File: src/rtl/lcd_picture_streamer.sv
// rtl/lcd_picture_streamer.sv - window setup plus frame-RAM pixel streaming to the LCD byte sender
// Define LCD_PIC_HMIRROR_EN to add the hmirror input (horizontally mirrored pixel addressing).
module lcd_picture_streamer #(
   parameter int ADDR_W  = 18,
   parameter int COORD_W = 16,
   parameter int RAM_LAT = 1,
   parameter int PIX_FMT = 0
) (
   input  logic               clk,
   input  logic               rst,
   input  logic               start,
   input  logic [COORD_W-1:0] x,
   input  logic [COORD_W-1:0] y,
   input  logic [COORD_W-1:0] pic_w,
   input  logic [COORD_W-1:0] pic_h,
`ifdef LCD_PIC_HMIRROR_EN
   input  logic               hmirror,
`endif
   output logic               busy,
   output logic               done,
   output logic [ADDR_W-1:0]  ram_addr,
   output logic               ram_rd_en,
   input  logic [23:0]        ram_data,
   output logic [7:0]         out_data,
   output logic               out_is_cmd,
   output logic               out_valid,
   input  logic               out_ready
);

   localparam int         NB       = (PIX_FMT == 1) ? 3 : 2;
   localparam logic [2:0] NB_LAST  = 3'(NB - 1);
   localparam logic [2:0] LAT_LAST = 3'(RAM_LAT - 1);

   typedef enum logic [2:0] {
      S_IDLE, S_CASET, S_PASET, S_RAMWR, S_FETCH, S_WAIT_RAM, S_SEND, S_DONE
   } state_t;

   state_t state, state_nxt;

   logic [COORD_W-1:0] x_q, y_q, w_q, h_q, col, row;
   logic [COORD_W-1:0] xe_c, ye_c;
   logic [ADDR_W-1:0]  row_base, pix_addr;
   logic [2:0]         byte_idx, lat_cnt;
   logic [23:0]        pix;
   logic [15:0]        xs16, xe16, ys16, ye16, s16, e16;
   logic [7:0]         pb0, pb1, pb2;
   logic               xfer, last_col, last_pix, zero_size;

   assign xe_c = x_q + w_q - COORD_W'(1);
   assign ye_c = y_q + h_q - COORD_W'(1);

   // Window coordinates always go out as 16-bit big-endian pairs.
   generate
      if (COORD_W >= 16) begin : g_trunc
         assign xs16 = x_q[15:0];
         assign xe16 = xe_c[15:0];
         assign ys16 = y_q[15:0];
         assign ye16 = ye_c[15:0];
      end else begin : g_ext
         assign xs16 = {{(16-COORD_W){1'b0}}, x_q};
         assign xe16 = {{(16-COORD_W){1'b0}}, xe_c};
         assign ys16 = {{(16-COORD_W){1'b0}}, y_q};
         assign ye16 = {{(16-COORD_W){1'b0}}, ye_c};
      end
   endgenerate

   generate
      if (PIX_FMT == 1) begin : g_666
         logic unused_pix;
         assign pb0 = {pix[23:18], 2'b00};
         assign pb1 = {pix[15:10], 2'b00};
         assign pb2 = {pix[7:2], 2'b00};
         assign unused_pix = ^{pix[17:16], pix[9:8], pix[1:0]};
      end else begin : g_565
         logic unused_pix;
         assign pb0 = {pix[23:19], pix[15:13]};
         assign pb1 = {pix[12:10], pix[7:3]};
         assign pb2 = 8'h00;
         assign unused_pix = ^{pix[18:16], pix[2:0]};
      end
   endgenerate

`ifdef LCD_PIC_HMIRROR_EN
   logic mir_q;

   always_ff @(posedge clk or posedge rst) begin
      if (rst)
         mir_q <= 1'b0;
      else if (state == S_IDLE && start)
         mir_q <= hmirror;
   end

   assign pix_addr = mir_q ? (row_base + ADDR_W'(w_q) - ADDR_W'(col) - ADDR_W'(1))
                           : (row_base + ADDR_W'(col));
`else
   assign pix_addr = row_base + ADDR_W'(col);
`endif

   assign zero_size = (pic_w == '0) || (pic_h == '0);
   assign last_col  = (col == w_q - COORD_W'(1));
   assign last_pix  = last_col && (row == h_q - COORD_W'(1));

   assign busy      = (state != S_IDLE);
   assign done      = (state == S_DONE);
   assign ram_rd_en = (state == S_FETCH);
   assign ram_addr  = ram_rd_en ? pix_addr : '0;
   assign out_valid = (state == S_CASET) || (state == S_PASET) ||
                      (state == S_RAMWR) || (state == S_SEND);
   assign xfer      = out_valid && out_ready;

   always_ff @(posedge clk or posedge rst) begin
      if (rst)
         state <= S_IDLE;
      else
         state <= state_nxt;
   end

   always_comb begin
      state_nxt = state;
      case (state)
         S_IDLE:     if (start) state_nxt = zero_size ? S_DONE : S_CASET;
         S_CASET:    if (xfer && byte_idx == 3'd4) state_nxt = S_PASET;
         S_PASET:    if (xfer && byte_idx == 3'd4) state_nxt = S_RAMWR;
         S_RAMWR:    if (xfer) state_nxt = S_FETCH;
         S_FETCH:    state_nxt = S_WAIT_RAM;
         S_WAIT_RAM: if (lat_cnt == LAT_LAST) state_nxt = S_SEND;
         S_SEND:     if (xfer && byte_idx == NB_LAST) state_nxt = last_pix ? S_DONE : S_FETCH;
         S_DONE:     state_nxt = S_IDLE;
         default:    state_nxt = S_IDLE;
      endcase
   end

   assign s16 = (state == S_CASET) ? xs16 : ys16;
   assign e16 = (state == S_CASET) ? xe16 : ye16;

   always_comb begin
      out_data   = 8'h00;
      out_is_cmd = 1'b0;
      case (state)
         S_CASET, S_PASET: begin
            case (byte_idx)
               3'd0: begin
                  out_is_cmd = 1'b1;
                  out_data   = (state == S_CASET) ? 8'h2A : 8'h2B;
               end
               3'd1:    out_data = s16[15:8];
               3'd2:    out_data = s16[7:0];
               3'd3:    out_data = e16[15:8];
               default: out_data = e16[7:0];
            endcase
         end
         S_RAMWR: begin
            out_is_cmd = 1'b1;
            out_data   = 8'h2C;
         end
         S_SEND:  out_data = (byte_idx == 3'd0) ? pb0 : (byte_idx == 3'd1) ? pb1 : pb2;
         default: ;
      endcase
   end

   always_ff @(posedge clk or posedge rst) begin
      if (rst) begin
         x_q      <= '0;
         y_q      <= '0;
         w_q      <= '0;
         h_q      <= '0;
         col      <= '0;
         row      <= '0;
         row_base <= '0;
         byte_idx <= '0;
         lat_cnt  <= '0;
         pix      <= '0;
      end else begin
         case (state)
            S_IDLE: if (start) begin
               x_q      <= x;
               y_q      <= y;
               w_q      <= pic_w;
               h_q      <= pic_h;
               col      <= '0;
               row      <= '0;
               row_base <= '0;
               byte_idx <= '0;
               lat_cnt  <= '0;
            end
            S_CASET, S_PASET, S_RAMWR: if (xfer)
               byte_idx <= (state_nxt == state) ? byte_idx + 3'd1 : 3'd0;
            S_WAIT_RAM: begin
               if (lat_cnt == LAT_LAST) begin
                  lat_cnt <= '0;
                  pix     <= ram_data;
               end else begin
                  lat_cnt <= lat_cnt + 3'd1;
               end
            end
            S_SEND: if (xfer) begin
               if (byte_idx == NB_LAST) begin
                  byte_idx <= '0;
                  // Row base tracks row*pic_w so no multiplier is needed.
                  if (!last_pix) begin
                     if (last_col) begin
                        col      <= '0;
                        row      <= row + COORD_W'(1);
                        row_base <= row_base + ADDR_W'(w_q);
                     end else begin
                        col <= col + COORD_W'(1);
                     end
                  end
               end else begin
                  byte_idx <= byte_idx + 3'd1;
               end
            end
            default: ;
         endcase
      end
   end

endmodule

File: config.mk
export PLATFORM = sky130hd
export DESIGN_NAME = lcd_picture_streamer
export DESIGN_NICKNAME = d
export VERILOG_FILES = /design/src/rtl/lcd_picture_streamer.sv
export SDC_FILE = /design/constraint.sdc
export NUM_CORES = 1
export LEC_CHECK = 0
export ABC_CLOCK_PERIOD_IN_PS = 4700
export BUFFER_PORTS_ARGS = -buffer_cell sky130_fd_sc_hd__buf_2
export CAP_MARGIN = 0
export CORE_MARGIN = 4
export CORE_UTILIZATION = 61
export CTS_CLUSTER_DIAMETER = 100
export DETAILED_ROUTE_END_ITERATION = 12
export PLACE_DENSITY = 0.93
export REMOVE_ABC_BUFFERS = 1
export SLEW_MARGIN = 20
export SYNTH_ARGS = -nofsm -noshare
export SYNTH_HDL_FRONTEND = slang
export SYNTH_SLANG_ARGS = --single-unit
File: constraint.sdc
create_clock -name clk -period 4.7 [get_ports clk]
set_input_delay 0.47 -clock clk [delete_from_list [all_inputs] [get_ports clk]]
set_output_delay 0.47 -clock clk [all_outputs]
set_load 0.005 [all_outputs]
# --- After elaboration in Yosys (flattened, before gate mapping) ---
# Index checks and enable logic that the tools add are counted.
totals:
  reg_bits: 147
  output_inout_bits: 31
classes:
  add_sub_neg: 12
  eq_ne: 20
  n_mux: 44
  n_reduce_logical: 25
ops:
  columns: ["op", "n"]
  rows:
  - ["16-bit 2-to-1 mux", 11]
  - ["18-bit 2-to-1 mux", 6]
  - ["16-bit case mux with 2 select lines", 2]
  - ["16-bit by 1-bit subtractor with 16-bit output, second input constant", 4]
  - ["3-bit 2-to-1 mux", 13]
  - ["18-bit by 16-bit adder with 18-bit output", 2]
  - ["18-bit case mux with 2 select lines", 1]
  - ["16-bit by 1-bit adder with 16-bit output, second input constant", 2]
  - ["16-bit adder", 2]
  - ["16-bit == test", 2]
  - ["16-bit logical NOT", 2]
  - ["8-bit case mux with 4 select lines", 1]
  - ["3-bit case mux with 8 select lines", 1]
  - ["8-bit case mux with 3 select lines", 1]
  - ["8-bit 2-to-1 mux", 2]
  - ["3-bit == test, second input constant", 5]
  - ["3-bit by 2-bit == test with 1-bit output, second input constant", 4]
  - ["2-bit != test, second input constant", 5]
  - ["3-bit logical NOT", 3]
  - ["3-bit case mux with 3 select lines", 1]
  - ["3-bit by 1-bit adder with 3-bit output, second input constant", 2]
  - ["3-bit by 1-bit == test with 1-bit output, second input constant", 2]
  - ["3-bit case mux with 2 select lines", 1]
  - ["2-bit AND reduction", 3]
  - ["other kinds (14)", 23]

# --- Longest topological paths before layout ---
# Gate-level depths: netlist of the first run.
depth:
  depth_word: 12
  ltp_mapped: 13

# --- Least setup slack after synthesis of the first run ---
# Ideal clock, no wire load.
synth_timing:
  path_type: "register -> output"
  from: "reg w_q[1]"
  to: "out out_data[3]"
  t_arrival_ns: 2.938
  slack_ns: 1.292
  path_stages_with_launch: 14
  path_cell_list: "dfrtp_1 > inv_1 > ha_1 > inv_1 > ha_1 > fa_1 > a211o_1 > a21oi_1 > o21ai_0 > a211oi_1 > xor2_1 > mux2i_1 > a2111oi_0 > o21ai_0"
synth_via:
  elab_chain_len: 5
synth_lines:
  columns: ["item", "line_no", "text"]
  rows:
  - ["from (decl)", "40", "logic [COORD_W-1:0] x_q, y_q, w_q, h_q, col, row;"]
  - ["from (signal assigned)", "178", "w_q <= pic_w;"]
  - ["16-bit adder", "49", "assign xe_c = x_q + w_q - COORD_W'(1);"]
  - ["16-bit by 1-bit subtractor with 16-bit output", "49", null]
  - ["16-bit 2-to-1 mux", "134", "assign e16 = (state == S_CASET) ? xe16 : ye16;"]
  - ["8-bit case mux with 4 select lines", "141", "case (byte_idx)"]
  - ["8-bit case mux with 3 select lines", "139", "case (state)"]
  - ["to (decl)", "24", "output logic [7:0] out_data,"]
# No other way between the ends.

# --- Worst setup path in the final report of the first run ---
layout_timing:
  from: "reg h_q[2]"
  to: "out out_data[3]"
layout_via:
  elab_chain_len: 5
layout_lines:
  columns: ["item", "line_no", "text"]
  rows:
  - ["from (decl)", "40", null]
  - ["from (signal assigned)", "179", "h_q <= pic_h;"]
  - ["16-bit adder", "50", "assign ye_c = y_q + h_q - COORD_W'(1);"]
  - ["16-bit by 1-bit subtractor with 16-bit output", "50", null]
  - ["16-bit 2-to-1 mux", "134", null]
  - ["8-bit case mux with 4 select lines", "141", null]
  - ["8-bit case mux with 3 select lines", "139", null]
# No other way between the ends.

==> results.json, run 1 <==
{
  "run_status": "completed",
  "cts_buffers": 17,
  "post-route-period-util_pct": 98.6,
  "slowest_stage": "fa_1",
  "clock.fmax_mhz": 216,
  "wl_um": 32100,
  "critPathRequiredTime_ns": 4.23,
  "yosys_most_used_dff": "dfrtp_1",
  "p_leak_nw": 5.95,
  "clockRootBuffer": "clkbuf_16",
  "slew_headroom_pct": 38.8,
  "hp-class": "input port to asynchronous set/reset pin",
  "antenna_found_initial": 0,
  "n_antenna_cell": 0,
  "dieArea_um2": 21100,
  "syn_inst": 1391,
  "vdd_drop_max_mv": 0.514,
  "drive_gt1_share_pct": 13.9,
  "grt_max_degree": 99,
  "port_buffers": 114,
  "setup-tns-final_ns": 0,
  "grt_pass1_vias": 10700,
  "std_cell_rows": 49,
  "finalHoldViolCount": 0,
  "track_usage_pct": 29.8,
  "synth-edff-count": 0,
  "antenna_left": 0,
  "setup_viol": 0,
  "initialDrtViolationCount": 1227,
  "cts.path.max_buffers": 2,
  "clk_pin_slew_worst_paths_ns": 0.06,
  "power_density_nw_per_um2": 776,
  "final_area_um2": 12800,
  "cp-start-kind": "flip-flop",
  "max_slew.worst_pin.slew_ns": 0.911,
  "cts_max_level": 4,
  "placed_cell_area_um2": 12200,
  "fin_crit_ns": 4.63,
  "syn-cell-area_um2": 11500,
  "coreArea_um2": 18200,
  "final_common_cell": "nand2_1",
  "die_x_um": 145,
  "initial_utilization_pct": 63.1,
  "postCtsSetupRepairBufs": 0,
  "cts_tree": "built",
  "critPathLaunch": "h_q[2]",
  "skew_ns": 0.00880,
  "grt.overflow.total": 0,
  "finalPower_mw": 9.93,
  "setup.worst_path.class": "flip-flop to output port",
  "synth.distinct_cells": 80,
  "drtPass1Iterations": 8,
  "wl_per_cell_um": 18.6,
  "yosysWarnings": 0,
  "drc_errors": 0,
  "drv_cap": 0,
  "path_cells": "inv_1 -> ha_1 -> inv_1 -> fa_1 -> a211o_1 -> a21oi_1 -> o21ai_0 -> a211oi_1 -> xor2_1 -> mux2i_1 -> a2111oi_0 -> o21ai_0 -> buf_2",
  "drv_slew": 0,
  "syn-mean-instance-area_um2": 8.25,
  "yosysSeqAreaShare_pct": 30.3,
  "vias": 11100,
  "globalplace.congestion": 0.987,
  "grt_pass1_wl_um": 52300,
  "insertion_delay_ns": 0.44,
  "finalNonFillerCells": 1728,
  "grt_setup_unrepaired": "true",
  "ios": 123,
  "reg2reg_from": "w_q[1]",
  "post_cts_resized": 0,
  "die_height_um": 145,
  "path_delay_family": "compound AO/OA/AOI/OAI gates",
  "final_cell_mix": "nand2_1 (160), inv_1 (151), dfrtp_1 (139), buf_2 (114), o21ai_0 (113)",
  "worst-path-buf-inv": 3,
  "worstPathArrival_ns": 4.16,
  "cp-end-kind": "output port",
  "dp_hpwl_um": 24000,
  "final_nets": 1683,
  "postCtsHoldBufs": 0,
  "vias_per_cell": 6.44,
  "ys_seq_elements": 139,
  "layout_setup_ws_ns": 0.0675,
  "cts_sinks": 139,
  "area_growth_syn_to_layout_pct": 11.4,
  "reg2reg_slack_ns": 0.84,
  "placed_cells": 1696,
  "ys_async_sr_fraction_pct": 100,
  "max_stage_delay_ns": 0.49,
  "pre_cts_ws_ns": 0.755,
  "crit_fanout": 6
}
==> registers in the layout, summed over array words and instances (netlist names) <==
signal and flops:
byte_idx 3, col 16, h_q 16, lat_cnt 3
pix 16, row 16, row_base 18, state 3
w_q 16, x_q 16, y_q 16
==> worst reg2reg max path: cells and delay by family, from the launching register on <==
family	cells	cell delay (ns)
and+or+nand+nor	5	1.74
DFF	1	0.45
buffers and inverters	2	0.45
muxes	1	0.36
adders and majority gates	1	0.26
xor gates and xnor gates	1	0.25
AOI/OAI and AO/OA	1	0.23
==> path summary, 6_finish.rpt <==
| check | to | cells after the start |
|---|---|---|
| worst max-delay path | out_data[3] | 13 |
| worst min-delay path | row_base[17] | 2 |
| worst max register to register | row_base[16] | 11 |
| worst min register to register | row_base[17] | 1 |
| max in group asynchronous | lat_cnt[2] | 3 |
| min in group clk | x_q[12] | 3 |
==> per-stage QoR <==
step	hold WS, ns	utilization, %
after floorplan	0.462	-
after global placement	0.481	67.1
after detailed placement	0.491	67.1
after CTS	0.234	70.3
after global routing	0.247	70.3
final	0.214	70.3
==> cell families (layout without fill, tap and decap cells) <==
| logic type | after synthesis | in the layout | share of synthesized area (%) |
|---|---|---|---|
| buffers and inverters | 205 | 313 | 7.09 |
| DFF | 139 | 139 | 30.3 |
| xor gates and xnor gates | 92 | 92 | 7.02 |
| AOI/OAI and AO/OA | 351 | 351 | 20.1 |
| and+or+nand+nor | 460 | 460 | 20.2 |
| muxes | 38 | 38 | 3.52 |
| adders and majority gates | 106 | 106 | 11.8 |
==> per-layer routing <==
metal / vias to the layer above / global-route usage [%] / wire [µm]
met5: - / 0 / 0
met1: 5213 / 35.8 / 12000
met4: 0 / 13.4 / 1520
li1: 5161 / - / -
met3: 140 / 6.39 / 2980
met2: 616 / 51.5 / 15600
==> report_power, final <==
group,internal (mW),switching (mW)
logic,2.65,3.81
registers,1.63,0.524
clock network,0.798,0.528
total,5.07,4.86
==> area by class of cell <==
type | instances | area, µm²
fill | 1334 | 5410
timing repair buffer | 128 | 676
tap | 229 | 287
multi-input combinational | 1047 | 7210
inverter | 153 | 579
sequential | 139 | 3480
clock buffer | 27 | 513
clock inverter | 5 | 57.6
==> synth_stat cells, types with 6 or more instances <==
cell type / count / share of area, %
nor3_1: 42 / 1.8
nand3_1: 53 / 2.3
nor4_1: 15 / 0.82
ha_1: 101 / 11
nand4_1: 22 / 1.2
and3_1: 16 / 0.87
a21boi_2: 6 / 0.59
o31ai_1: 33 / 2.2
xnor2_1: 53 / 4.0
a21o_1: 14 / 0.92
nand2b_1: 6 / 0.33
mux2_2: 19 / 1.9
mux2i_1: 19 / 1.7
a21boi_0: 7 / 0.46
or4_1: 18 / 1.2
or3_1: 15 / 0.82
dfrtp_1: 139 / 30
o21ai_0: 113 / 4.9
a211oi_1: 10 / 0.65
nand2_1: 160 / 5.2
a31oi_1: 13 / 0.71
nor2_1: 72 / 2.4
inv_1: 152 / 5.0
and2_1: 6 / 0.33
o21a_1: 11 / 0.72
o211ai_1: 13 / 0.85
clkbuf_1: 41 / 1.3
xor2_1: 39 / 3.0
a21oi_1: 66 / 2.9
No activity file was read; power rests on OpenSTA's default activity.
==> run 2, diff against run 1 <==
Settings changed: ABC_CLOCK_PERIOD_IN_PS 4700 to 4550, CTS_CLUSTER_SIZE set to 16.
Clock period 4.7 ns to 4.55 ns, I/O delays scaled along.
==> run 2 against run 1 <==
Compared with the run above:
- via count is 0.95% higher
- sequential share of layout area fell by 0.28 points
- die area stayed put
- worst hold slack worse by 0.070 ns
- clock skew fell by 0.00088 ns
- critical endpoint unchanged
- largest power group unchanged
==> results.json, run 2 (synthesis results as in run 1) <==
{
  "run_status": "completed",
  "cts_buffers": 17,
  "clock.fmax_mhz": 224,
  "post-route-period-util_pct": 98.3,
  "antenna_left": 0,
  "wl_um": 33400,
  "pre_cts_ws_ns": 0.397,
  "intPower_mw": 5.50,
  "worstPathArrival_ns": 4.02,
  "drtPass1Iterations": 6,
  "clk_pin_slew_worst_paths_ns": 0.06,
  "coreArea_um2": 18200,
  "layout_setup_ws_ns": 0.0758,
  "reg2reg_slack_ns": 0.72,
  "clkPwrFrac_pct": 14.9,
  "placed_cells": 1696,
  "initial_utilization_pct": 63.1,
  "globalplace.congestion": 0.988,
  "crit_fanout": 3,
  "grt_pass1_vias": 11000,
  "fin_crit_ns": 4.47,
  "p_leak_nw": 6.00,
  "vias_per_cell": 6.50,
  "initialDrtViolationCount": 1150,
  "max_slew.worst_pin.slew_ns": 0.925,
  "die_x_um": 145,
  "largest_register_ffs": 18,
  "die_height_um": 145,
  "p_switching_mw": 5.20,
  "insertion_delay_ns": 0.44,
  "setup.worst_path.class": "flip-flop to output port",
  "setup_viol": 0,
  "dieArea_um2": 21100,
  "switching_share_pct": 48.6,
  "cts_tree": "built",
  "cp-start-kind": "flip-flop",
  "max_stage_delay_ns": 0.43,
  "track_usage_pct": 31.2,
  "cts_max_level": 4,
  "port_buffers": 114,
  "power.share.combinational_pct": 64.3,
  "ios": 123,
  "hp-class": "input port to asynchronous set/reset pin",
  "grt_max_degree": 114,
  "path_cells": "inv_1 -> ha_1 -> inv_1 -> ha_1 -> fa_1 -> a211o_1 -> a21oi_2 -> o21ai_2 -> a211oi_2 -> xor2_1 -> mux2i_1 -> a2111oi_2 -> o21ai_0 -> buf_2",
  "final_nets": 1683,
  "std_cell_rows": 49,
  "wl_per_cell_um": 19.3,
  "worst-path-buf-inv": 3,
  "grt_pass1_wl_um": 54200,
  "cp-end-kind": "output port",
  "vdd_drop_max_mv": 0.556,
  "path_delay_family": "compound AO/OA/AOI/OAI gates",
  "seq_power_share_pct": 20.8,
  "cts.path.max_buffers": 2,
  "antenna_found_initial": 2,
  "slowest_stage": "fa_1",
  "fillers": 1313,
  "drv_slew": 0,
  "dp_hpwl_um": 24100,
  "clockRootBuffer": "clkbuf_16",
  "regMostFlops": "row_base",
  "critPathRequiredTime_ns": 4.09,
  "power_density_nw_per_um2": 827,
  "vias": 11200,
  "drc_errors": 0,
  "grt.overflow.total": 0,
  "finalNonFillerCells": 1729,
  "cts_sinks": 139,
  "area_growth_syn_to_layout_pct": 12.7,
  "slew_headroom_pct": 38.2,
  "finalHoldViolCount": 0,
  "final_common_cell": "nand2_1",
  "holdWs_ns": 0.144,
  "skew_ns": 0.00792,
  "drive_gt1_share_pct": 14.6,
  "drv_cap": 0,
  "final_cell_mix": "nand2_1 (160), inv_1 (151), dfrtp_1 (137), buf_2 (114), o21ai_0 (110)",
  "postCtsHoldBufs": 0
}
## run 2: final timing paths
check | start | endpoint | cells after the start
setup / recovery | h_q[1] | out_data[3] | 14
hold / removal | rst | row_base[14] | 2
setup reg to reg | w_q[0] | row_base[16] | 11
hold reg to reg | row_base[17] | row_base[17] | 1
max in group asynchronous | rst | pix[23] | 3
min in group clk | x[15] | x_q[15] | 3
## run 2: final cells by class
cell class	count	area, µm²	share of cell area (%)
clock inverter	11	218	1.68
inverter	153	582	4.50
timing repair buffer	128	688	5.32
multi-input combinational	1047	7230	55.9
antenna	2	5.00	0.0387
tap	229	287	2.21
clock buffer	20	447	3.45
sequential	139	3480	26.9
## run 2: power groups by stage
stage / sequential, mW / combinational [mW] / clock [mW]
5_1_grt: 2.27 / 7.51 / 1.66
3_3_place_gp: 2.18 / 6.11 / 0
4_1_cts: 2.19 / 6.63 / 1.60
2_1_floorplan: 2.05 / 4.92 / 0
6_report: 2.22 / 6.88 / 1.60
3_5_place_dp: 2.20 / 6.38 / 0
## run 2: repair_timing
item | in CTS | in global routing
resized for setup | 4 | 9
buffers inserted | 0 | 0
endpoints found under the setup margin | 1 | 3
pin swaps | 0 | 3
## run 2: worst reg2reg max path: cells and delay by family (launching register included)
| kind | cells | cell delay [ns] |
|---|---|---|
| AOI/OAI and AO/OA | 2 | 0.35 |
| buffers and inverters | 2 | 0.45 |
| muxes | 2 | 0.75 |
| and+or+nand+nor | 4 | 1.44 |
| adders and majority gates | 1 | 0.28 |
| DFF | 1 | 0.45 |
## run 2: routing by layer
layer	track usage, %	up-vias	routed length [µm]
li1	-	5161	-
met1	37.1	5298	12500
met2	54.1	625	16200
met3	4.77	152	2730
met4	17.3	0	1970
met5	0	-	0
## run 2: through the flow
| stage | area, µm² | util [%] | setup TNS (ns) | total power [mW] |
|---|---|---|---|---|
| 6_report | 12900 | 71.1 | 0 | 10.7 |
| 5_1_grt | 12900 | 71.1 | -0.0798 | 11.4 |
| 4_1_cts | 12900 | 70.9 | 0 | 10.4 |
| 3_5_place_dp | 12200 | 67.2 | 0 | 8.58 |
| 3_3_place_gp | 12200 | 67.2 | 0 | 8.29 |
| 2_1_floorplan | 11200 | - | -1.83 | 6.97 |
